`src/rtl/link_pkg.sv`:
```
// Shared definitions for the inter-FPGA credit link (transmit and receive sides).
package link_pkg;

    // Widest flit (payload + sop + parity) that even_parity accepts.
    localparam int PARITY_MAX_W = 64;

    // Bit position of the start-of-message flag inside a flit.
    function automatic int link_sop_bit(input int physWidth);
        return physWidth;
    endfunction

    // Bit position of the parity bit inside a flit.
    function automatic int link_par_bit(input int physWidth);
        return physWidth + 1;
    endfunction

    // Total flit width on the wire: payload, sop and parity.
    function automatic int flit_width(input int physWidth);
        return physWidth + 2;
    endfunction

    // Parity bit that makes the covered bits plus itself an even count of ones.
    // Narrower operands are zero-extended by the caller, which does not change the result.
    function automatic logic even_parity(input logic [PARITY_MAX_W-1:0] data);
        return ^data;
    endfunction

endpackage

```
`src/rtl/credit_counter.sv`:
```
// Saturating up/down credit counter with a sticky overflow flag.
// Shared by the transmit side (send/return) and the receive side (return accounting).
module credit_counter #(
    parameter int MAX = 16,
    localparam int W  = $clog2(MAX + 1)
) (
    input  logic         clk,
    input  logic         reset,
    input  logic         inc_i,
    input  logic         dec_i,
    output logic [W-1:0] count_o,
    output logic         overflow_o
);

    logic [W-1:0] count_q, count_d;
    logic         overflow_q, overflow_d;

    // Next count: inc and dec together cancel; inc at MAX saturates and flags overflow.
    always_comb begin
        count_d    = count_q;
        overflow_d = overflow_q;
        if (dec_i && !inc_i) begin
            if (count_q != '0) begin
                count_d = count_q - 1'b1;
            end
        end else if (inc_i && !dec_i) begin
            if (count_q == W'(MAX)) begin
                overflow_d = 1'b1;
            end else begin
                count_d = count_q + 1'b1;
            end
        end
    end

    // Count register starts full; overflow flag is cleared only by reset.
    always_ff @(posedge clk) begin
        if (reset) begin
            count_q    <= W'(MAX);
            overflow_q <= 1'b0;
        end else begin
            count_q    <= count_d;
            overflow_q <= overflow_d;
        end
    end

    assign count_o    = count_q;
    assign overflow_o = overflow_q;

endmodule

```
`src/rtl/link_credit_tx.sv`:
```
// Transmit link stage: pops flits from the narrow out FIFO, frames them with
// sop/parity and drives the physical link under credit-based flow control.
module link_credit_tx
    import link_pkg::*;
#(
    parameter int HUB_FIFO_WIDTH          = 32,
    parameter int HUB_FIFO_PHYSICAL_WIDTH = 8,
    parameter int CREDITS                 = 16
) (
    input  logic                               clk,
    input  logic                               reset,
    input  logic                               tx_enable_i,
    input  logic [HUB_FIFO_PHYSICAL_WIDTH-1:0] fifo_data_i,
    input  logic                               fifo_valid_i,
    output logic                               fifo_ready_o,
    output logic [HUB_FIFO_PHYSICAL_WIDTH+1:0] link_data_o,
    output logic                               link_valid_o,
    input  logic                               credit_return_i,
    output logic                               busy_o,
    output logic                               credit_overflow_o
);

    localparam int WORDS_PER_MSG = HUB_FIFO_WIDTH / HUB_FIFO_PHYSICAL_WIDTH;
    localparam int WORD_CNT_W    = (WORDS_PER_MSG > 1) ? $clog2(WORDS_PER_MSG) : 1;
    localparam int CREDIT_W      = $clog2(CREDITS + 1);
    localparam int FLIT_W        = flit_width(HUB_FIFO_PHYSICAL_WIDTH);
    localparam int LINK_SOP_BIT  = link_sop_bit(HUB_FIFO_PHYSICAL_WIDTH);
    localparam int LINK_PAR_BIT  = link_par_bit(HUB_FIFO_PHYSICAL_WIDTH);

    if ((HUB_FIFO_WIDTH % HUB_FIFO_PHYSICAL_WIDTH) != 0 || WORDS_PER_MSG < 1) begin : g_bad_msg_width
        $error("link_credit_tx: HUB_FIFO_WIDTH must be a positive multiple of HUB_FIFO_PHYSICAL_WIDTH");
    end
    if (FLIT_W > PARITY_MAX_W) begin : g_bad_flit_width
        $error("link_credit_tx: flit wider than even_parity supports");
    end
    if (CREDITS < 1) begin : g_bad_credits
        $error("link_credit_tx: CREDITS must be at least 1");
    end

    logic [CREDIT_W-1:0]   credits;
    logic                  send;
    logic                  sop;
    logic [WORD_CNT_W-1:0] word_cnt_q, word_cnt_d;
    logic [FLIT_W-1:0]     link_data_q, link_data_d;
    logic                  link_valid_q, link_valid_d;

    // The credit check uses the registered count, so a return only helps from the next cycle.
    assign send         = tx_enable_i && fifo_valid_i && (credits != '0);
    assign fifo_ready_o = send;
    assign sop          = (word_cnt_q == '0);

    credit_counter #(
        .MAX (CREDITS)
    ) u_credits (
        .clk        (clk),
        .reset      (reset),
        .inc_i      (credit_return_i),
        .dec_i      (send),
        .count_o    (credits),
        .overflow_o (credit_overflow_o)
    );

    // Frame the popped word and advance the position within the message.
    always_comb begin
        word_cnt_d   = word_cnt_q;
        link_data_d  = link_data_q;
        link_valid_d = 1'b0;
        if (send) begin
            word_cnt_d   = (word_cnt_q == WORD_CNT_W'(WORDS_PER_MSG - 1)) ? '0 : word_cnt_q + 1'b1;
            link_valid_d = 1'b1;
            link_data_d[HUB_FIFO_PHYSICAL_WIDTH-1:0] = fifo_data_i;
            link_data_d[LINK_SOP_BIT]                = sop;
            link_data_d[LINK_PAR_BIT]                = even_parity(PARITY_MAX_W'({sop, fifo_data_i}));
        end
    end

    // Link output and word position registers; reset abandons any partial message.
    always_ff @(posedge clk) begin
        if (reset) begin
            word_cnt_q   <= '0;
            link_data_q  <= '0;
            link_valid_q <= 1'b0;
        end else begin
            word_cnt_q   <= word_cnt_d;
            link_data_q  <= link_data_d;
            link_valid_q <= link_valid_d;
        end
    end

    assign link_data_o  = link_data_q;
    assign link_valid_o = link_valid_q;
    assign busy_o       = link_valid_q || (credits != CREDIT_W'(CREDITS)) || (word_cnt_q != '0);

endmodule

```
`config.mk`:
```
export PLATFORM = sky130hd
export DESIGN_NAME = link_credit_tx
export DESIGN_NICKNAME = d
export VERILOG_FILES = /design/src/rtl/link_pkg.sv /design/src/rtl/credit_counter.sv /design/src/rtl/link_credit_tx.sv
export SDC_FILE = /design/constraint.sdc
export NUM_CORES = 1
export LEC_CHECK = 0
export BUFFER_PORTS_ARGS = -buffer_cell sky130_fd_sc_hd__buf_4
export CAP_MARGIN = 20
export CORE_ASPECT_RATIO = 1.25
export CORE_MARGIN = 4
export CORE_UTILIZATION = 38
export DETAILED_ROUTE_END_ITERATION = 12
export PLACE_DENSITY = 0.68
export SYNTH_ARGS = -nofsm -noshare
export SYNTH_HDL_FRONTEND = slang
export SYNTH_SLANG_ARGS = --single-unit
```
`constraint.sdc`:
```
create_clock -name clk -period 3.3 [get_ports clk]
set_input_delay 0.825 -clock clk [delete_from_list [all_inputs] [get_ports clk]]
set_output_delay 0.825 -clock clk [all_outputs]
set_load 0.05 [all_outputs]
```
After elaboration in Yosys (flattened, before gate mapping)
Cells that the tools add are included.
{"block": "classes", "eq_ne": 5, "addsub": 3, "n_reduce_logical": 15, "mux": 6, "bitwise": 1}
{"operator": "64-bit parity", "n": 1}
{"operator": "5-bit 2-to-1 mux", "n": 4}
{"operator": "3-bit AND reduction", "n": 2}
{"operator": "5-bit by 1-bit adder with 5-bit output, second input constant", "n": 1}
{"operator": "5-bit == test, second input constant", "n": 1}
{"operator": "5-bit != test, second input constant", "n": 1}
{"operator": "5-bit nonzero test", "n": 1}
{"operator": "5-bit by 1-bit subtractor with 5-bit output, second input constant", "n": 1}
{"operator": "1-bit logical AND", "n": 4}
{"operator": "2-bit nonzero test", "n": 2}
{"operator": "2-bit by 1-bit adder with 2-bit output, second input constant", "n": 1}
{"operator": "2-bit == test, second input constant", "n": 1}
{"operator": "1-bit logical NOT", "n": 2}
{"operator": "2-bit logical NOT", "n": 1}
{"operator": "1-bit logical OR", "n": 2}
{"operator": "2-bit 2-to-1 mux", "n": 1}
{"operator": "2-bit by 1-bit != test with 1-bit output, second input constant", "n": 1}
{"operator": "2-bit != test, second input constant", "n": 1}
{"operator": "1-bit 2-to-1 mux", "n": 1}
{"operator": "1-bit inverter", "n": 1}
{"block": "totals", "input_bits": 13, "ff_bits": 19}

Longest topological paths before layout
Gate-level depths: netlist of the first run.
{"block": "logic_depth", "depth_word": 6, "ltp_mapped": 14}

Modules after synthesis
Synthesis of the first run repeated with hierarchy kept, for this count alone.
{"block": "hier_totals", "cells_unflattened": 114, "area_unflattened_um2": 1078.5}
{"module": "link_credit_tx", "cells_each": 60, "n_inst": 1, "area_each_um2": 604.3, "seq_area_each_um2": 260.2}
{"module": "credit_counter", "cells_each": 54, "n_inst": 1, "area_each_um2": 474.2, "seq_area_each_um2": 120.1}

Worst setup path before layout of the first run
OpenSTA, ideal clock, no wires.
{"block": "synth_path", "kind": "input-to-reg", "from": "input port tx_enable_i", "to": "register u_credits.count_q[4] (netlist: u_credits.count_o[4])", "stages": 13, "slack_ns": 0.168, "required_ns": 3.173, "arrival_ns": 3.006, "n_path_buf": 3, "path_cell_list": "nand2_1 > a21o_1 > buf_6 > buf_12 > inv_1 > ha_1 > buf_2 > xor2_1 > ha_1 > a211o_1 > a211oi_1 > o31ai_1 > mux2i_1"}
{"block": "synth_via", "elab_chain_len": 6, "elab_cells_between_ends": 10}
{"element": "from (decl)", "line_no": "link_credit_tx.sv:12", "source": "input logic tx_enable_i,"}
{"element": "1-bit logical AND * (2 in series)", "line_no": "link_credit_tx.sv:48", "source": "assign send = tx_enable_i && fifo_valid_i && (credits != '0);"}
{"element": "named net fifo_ready_o", "line_no": "link_credit_tx.sv:15", "source": "output logic fifo_ready_o,"}
{"element": "1-bit logical NOT", "line_no": "credit_counter.sv:26", "source": "end else if (inc_i && !dec_i) begin"}
{"element": "1-bit logical AND", "line_no": "credit_counter.sv:26"}
{"element": "2-bit nonzero test (no source line)"}
{"element": "3-bit AND reduction (no source line)"}
{"element": "to (signal assigned)", "line_no": "credit_counter.sv:38", "source": "count_q <= W'(MAX);"}
{"element": "to (signal assigned)", "line_no": "credit_counter.sv:41", "source": "count_q <= count_d;"}
{"element": "to (decl)", "line_no": "credit_counter.sv:15", "source": "logic [W-1:0] count_q, count_d;"}
The timed path passes the listed nets; every way through them passes the cells marked *.
A chain may end at the register's enable or synchronous reset.

Worst setup path after layout of the first run
{"block": "layout_path", "from": "register u_credits.count_q[1] (netlist: u_credits.count_o[1])", "to": "register u_credits.count_q[4] (netlist: u_credits.count_o[4])"}
{"block": "layout_via", "elab_chain_len": 6, "elab_cells_between_ends": 16}
{"element": "branches (longest 6 deep; another with 5-bit by 1-bit adder with 5-bit output)"}
Several ways; the timed one is not identified. The select of a mux whose other input is x is not followed.

==> flow_summary.ini, run 1 <==
[outcome]
status = finished clean

[critical_path]
crit_path_end_kind = flop
cp_slowest_cell = dfxtp_1
crit_start = u_credits.count_o[1]$_SDFFE_PP0P_
start_kind = flop
required_ns = 3.48
worstRegToRegCells = 10
r2r_end = u_credits.count_o[4]$_SDFFE_PP1P_
cpPeakStageDelay_ns = 0.42
criticalPathCategory = reg2reg
path_cells = nor4_4 > a21o_1 > inv_1 > ha_1 > xor2_1 > ha_1 > a211o_1 > a211oi_1 > o31ai_1 > mux2i_1
reg2reg_slack_ns = 0.60
reg2reg_from = u_credits.count_o[1]$_SDFFE_PP0P_
crit_top_cell = ha_1
arrival_ns = 2.88
endpoint = u_credits.count_o[4]$_SDFFE_PP1P_
cp_max_fo = 9

[synthesis]
ys_ff_latch = 19
ys_types = 36
synth_commonest_cells = dfxtp_1 (19), nor2_1 (15), mux2i_1 (11), ha_1 (7)
yosysSeqAreaShare = 0.351
syn_inst = 112
synth_fp_nets = 132
synthesis.area_sq_mm = 0.00108
yosys_warnings = 0
yosys.area.top_type = dfxtp_1
yosysTopAreaCellShare = 0.351
yosys.cell_count.top_type = dfxtp_1
synthArstFlopShare = 0
synth_area_leaders = dfxtp_1 (35%), mux2i_1 (10%), ha_1 (8.1%), nor2_1 (5.2%), xnor2_1 (4.0%)
syn_area_per_cell_sq_um = 9.69
synth-edff-count = 0
synth-main-ff-cell = dfxtp_1

[global_routing]
grt_pass1_wl_mm = 3.75
grt_start_max_net_pins = 24
grt_antenna_before_repair = 0
gr-usage-all-layers = 0.123
grt_pass1_vias = 856
grt-ovfl-total = 0

[place]
hpwl_mm = 1.67
gp_congestion = 0.791
numPortBuffers = 26

[layout]
final_util = 0.478
antenna_cells = 0
areaGrowthSynthToFinish_pct = 19.3
final_nets = 157
drive_above_1_share = 0.235

[timing]
slew_violations = 0
rsz0062_at_grt = false
max_slew.worst_pin.slew_ns = 0.347
timing.final.crit_share = 0.818
fin_skew_ns = 0.00130
min_period_ns = 2.70
timing.final.hold_violations = 0
finalSetupViolCount = 0
fin_setup_tns_ns = 0
worst_slew_margin_rel = 0.767
max_freq_mhz = 371

[cts]
clk_latency_ns = 0.28
cts_setup_buffers = 0
clk_pin_slew_ns = 0.10
ctsHoldBuffers = 0
cts_tree = yes
cts_resized = 0
cts_buffers = 3
clock-root-buffer = clkbuf_4
cts.sinks = 19
htree_num_levels = 1
clk_path_buf_depth = 2

[power_and_ir_drop]
power_frac_comb = 0.347
internal_power_mw = 0.377
power.switching_mw = 0.201
irDropWorstVdd_mv = 0.207
p_per_area_mw_per_mm2 = 447
clkPwrFrac = 0.194
design_power_total_mw = 0.578
total_leakage_power_nw = 0.660
switching_share = 0.348
p_seq_frac = 0.459

[floorplan]
core_sq_mm = 0.00271
die_height_um = 67.7
die_w_um = 55.8
ioPinCount = 27
dieArea_sq_mm = 0.00378
start_util = 0.401
rows = 21

[routing]
drc = 0
via_per_inst = 5.10
top_layer = met4
vias = 867
dr.pass1.iters = 4
drt_wl_total_mm = 2.16
drt-met1-wl_um = 946
ant_nets = 0
wl_met2_mm = 1.08
wl_per_cell_um = 12.7
drt_iter0_drc = 19
wl_met3_um = 108

[min_path]
min_path_type = reg2reg

[run]
drv_cap = 0
sequential cells by signal, indices dropped and copies added, names as in the netlist:
name and count:
link_data_o 10, u_credits.count_o 5, word_cnt_q 2, link_valid_o 1
u_credits.overflow_o 1
worst max-delay path, delay by kind of cell (launching register included):
family,cells,cell delay [ns]
adders and majority gates,2,0.54
DFF,1,0.42
AOI/OAI and AO/OA,4,0.82
buffers and inverters,1,0.08
xor gates and xnor gates,1,0.19
muxes,1,0.13
and+or+nand+nor,1,0.41
worst min path at each step:
stage	start	endpoint	cells after the start
floorplan	word_cnt_q[0]$_SDFFE_PP0P_	word_cnt_q[0]$_SDFFE_PP0P_	2
global placement	word_cnt_q[0]$_SDFFE_PP0P_	word_cnt_q[0]$_SDFFE_PP0P_	2
detailed placement	word_cnt_q[0]$_SDFFE_PP0P_	word_cnt_q[0]$_SDFFE_PP0P_	2
CTS	word_cnt_q[0]$_SDFFE_PP0P_	word_cnt_q[0]$_SDFFE_PP0P_	2
global route	word_cnt_q[0]$_SDFFE_PP0P_	word_cnt_q[0]$_SDFFE_PP0P_	2
finish	word_cnt_q[0]$_SDFFE_PP0P_	word_cnt_q[0]$_SDFFE_PP0P_	2
cells by family after synthesis:
family,Yosys count,share of synthesized area
AND/OR/NAND/NOR,33,0.174
AO/OA/AOI/OAI,19,0.121
flip-flops,19,0.351
buffers and inverters,13,0.0784
multiplexers,11,0.102
XOR/XNOR,10,0.0934
adder cells (fa/ha/maj),7,0.0807
layout by cell type, fill, tap and decap left out, types with 2 or more instances in the layout:
cell type  count
inv_1          6
o21ai_0        2
clkbuf_4       3
mux2i_1       11
a21oi_1        6
or3_1          2
buf_4         27
xnor2_1        5
dfxtp_1       19
a21o_1         2
ha_1           7
xor2_1         4
and3b_1        2
nand3b_1       2
nand2_1        5
nor2_1        15
layer usage:
layer  global-route usage  vias to the layer above
met3               0.0172                        2
met5                    0                        -
met1                0.137                      406
met4               0.0547                        0
li1                     -                      436
met2                0.234                       23
power groups by stage:
stage / combinational, mW / clock [mW] / sequential (mW)
finish: 0.201 / 0.112 / 0.265
floorplan: 0.121 / 0 / 0.299
CTS: 0.204 / 0.120 / 0.266
detailed placement: 0.203 / 0 / 0.271
global route: 0.218 / 0.130 / 0.269
global placement: 0.200 / 0 / 0.269
stage by stage:
stage	worst slack (ns)	instance area [sq um]	hold WS, ns	cells
after floorplan	0.168	1080	0.462	112
after global placement	0.597	1270	0.471	166
after detailed placement	0.506	1270	0.484	166
after CTS	0.598	1290	0.500	170
after global routing	0.414	1290	0.522	170
final	0.602	1290	0.498	170
cell type report:
class,count,area [sq um]
Sequential cell,19,380
Clock buffer,4,26.3
Inverter,6,22.5
Timing Repair Buffer,27,203
Multi-Input combinational cell,80,619
Tap cell,34,42.5
Fill cell,260,1410
No activity file was read; power rests on OpenSTA's default activity.
==> inputs of run 2 (changes only) <==
==> constraint.sdc (replaced) <==
create_clock -name clk -period 2.5 [get_ports clk]
set_input_delay 0.625 -clock clk [delete_from_list [all_inputs] [get_ports clk]]
set_output_delay 0.625 -clock clk [all_outputs]
set_load 0.05 [all_outputs]
==> flow_summary.ini, run 2 (synthesis results as in run 1) <==
[floorplan]
start_util = 0.401
dieArea_sq_mm = 0.00378
die_w_um = 55.8
rows = 21
die_height_um = 67.7
ioPinCount = 27
core_sq_mm = 0.00271

[power_and_ir_drop]
irDropWorstVdd_mv = 0.325
design_power_total_mw = 0.796
total_leakage_power_nw = 0.666
p_per_area_mw_per_mm2 = 585

[layout]
final_common_cell = buf_4
stdcell_count = 174
seqCellArea_sq_um = 380
final_cell_mix = buf_4 (31), dfxtp_1 (19), nor2_1 (15)
fill_cells = 255
final_util = 0.502
drive_above_1_share = 0.300
largest_reg_flops = 10
final_nets = 161
areaGrowthSynthToFinish_pct = 25.3
antenna_cells = 0
multiInputGateArea_sq_um = 651

[cts]
cts_buffers = 3
cts_resized = 0
cts_tree = yes
cts_setup_buffers = 0
clk_latency_ns = 0.30
clock-root-buffer = clkbuf_4
cts.sinks = 19
clk_pin_slew_ns = 0.11
clk_path_buf_depth = 2
htree_num_levels = 1
ctsHoldBuffers = 0

[timing]
max_freq_mhz = 425
rsz0062_at_grt = false
min_period_ns = 2.35
whs_ns = 0.496
finalSetupViolCount = 0
timing.final.hold_violations = 0
worst_slew_margin_rel = 0.749
timing.final.crit_share = 0.940
fin_skew_ns = 0.00767
slew_violations = 0
max_slew.worst_pin.slew_ns = 0.376

[routing]
drt_iter0_drc = 26
drc = 0
drt_wl_total_mm = 2.30
vias = 895
dr.pass1.iters = 4
via_per_inst = 5.14
wl_per_cell_um = 13.2
ant_nets = 0

[global_routing]
grt_pass1_wl_mm = 3.84
gr-usage-all-layers = 0.131
grt_antenna_before_repair = 0
grt_start_max_net_pins = 24
grt_pass1_vias = 900
grt-ovfl-total = 0

[place]
numPortBuffers = 26
dpl.cell_count = 170
gp_congestion = 0.837
hpwl_mm = 1.80

[critical_path]
cpPeakStageDelay_ns = 0.35
cp_slowest_cell = dfxtp_1
criticalPathCategory = reg2reg
path_cells = nor4_4 > a21o_1 > clkinvlp_4 > ha_4 > ha_1 > a41o_1 > o31ai_2 > mux2i_1
arrival_ns = 2.59
crit_path_end_kind = flop
start_kind = flop
required_ns = 2.74
cp_max_fo = 9

[run]
drv_cap = 0

[outcome]
status = finished clean

[min_path]
min_path_type = reg2reg
## run 2: layer usage
metal  wire length [um]  up-vias  share of wire  GRT usage
met2               1070       29           0.46      0.228
li1                   -      445              -          -
met5                  0        -              0          0
met1               1030      413           0.45      0.145
met3                103        8          0.045     0.0287
met4                 99        0          0.043     0.0851
## run 2: cell type report
class                           instances  area share
Inverter                                6      0.0193
Sequential cell                        19       0.280
Timing Repair Buffer                   31       0.171
Multi-Input combinational cell         80       0.479
Tap cell                               34      0.0313
Clock buffer                            4      0.0193
## run 2: path summary, 6_finish.rpt
kind / from / to / slack, ns / cells after the start
worst max-delay path: u_credits.count_o[0]$_SDFFE_PP0P_ / u_credits.count_o[4]$_SDFFE_PP1P_ / 0.15 / 8
worst min-delay path: word_cnt_q[0]$_SDFFE_PP0P_ / word_cnt_q[0]$_SDFFE_PP0P_ / 0.50 / 2
worst max register to register: u_credits.count_o[0]$_SDFFE_PP0P_ / u_credits.count_o[4]$_SDFFE_PP1P_ / 0.15 / 8
worst min register to register: word_cnt_q[0]$_SDFFE_PP0P_ / word_cnt_q[0]$_SDFFE_PP0P_ / 0.50 / 2
## run 2: worst max-delay path: cells and delay by family (launching register included)
| family | cells | cell delay [ns] |
|---|---|---|
| buffers and inverters | 1 | 0.14 |
| DFF | 1 | 0.35 |
| adders and majority gates | 2 | 0.55 |
| AOI/OAI and AO/OA | 3 | 0.75 |
| muxes | 1 | 0.21 |
| and+or+nand+nor | 1 | 0.31 |
## run 2: through the flow
stage                     setup slack, ns  TNS (ns)  area (sq um)
final                               0.150         0          1360
after global placement              0.131         0          1320
after detailed placement           0.0546         0          1320
after floorplan                    -0.370    -0.816          1120
after global routing               0.0288         0          1360
after CTS                           0.104         0          1350
## run 2: where the power goes
group          switching, mW  internal, mW
logic                  0.172         0.127
registers             0.0165         0.326
clock network         0.0924        0.0621
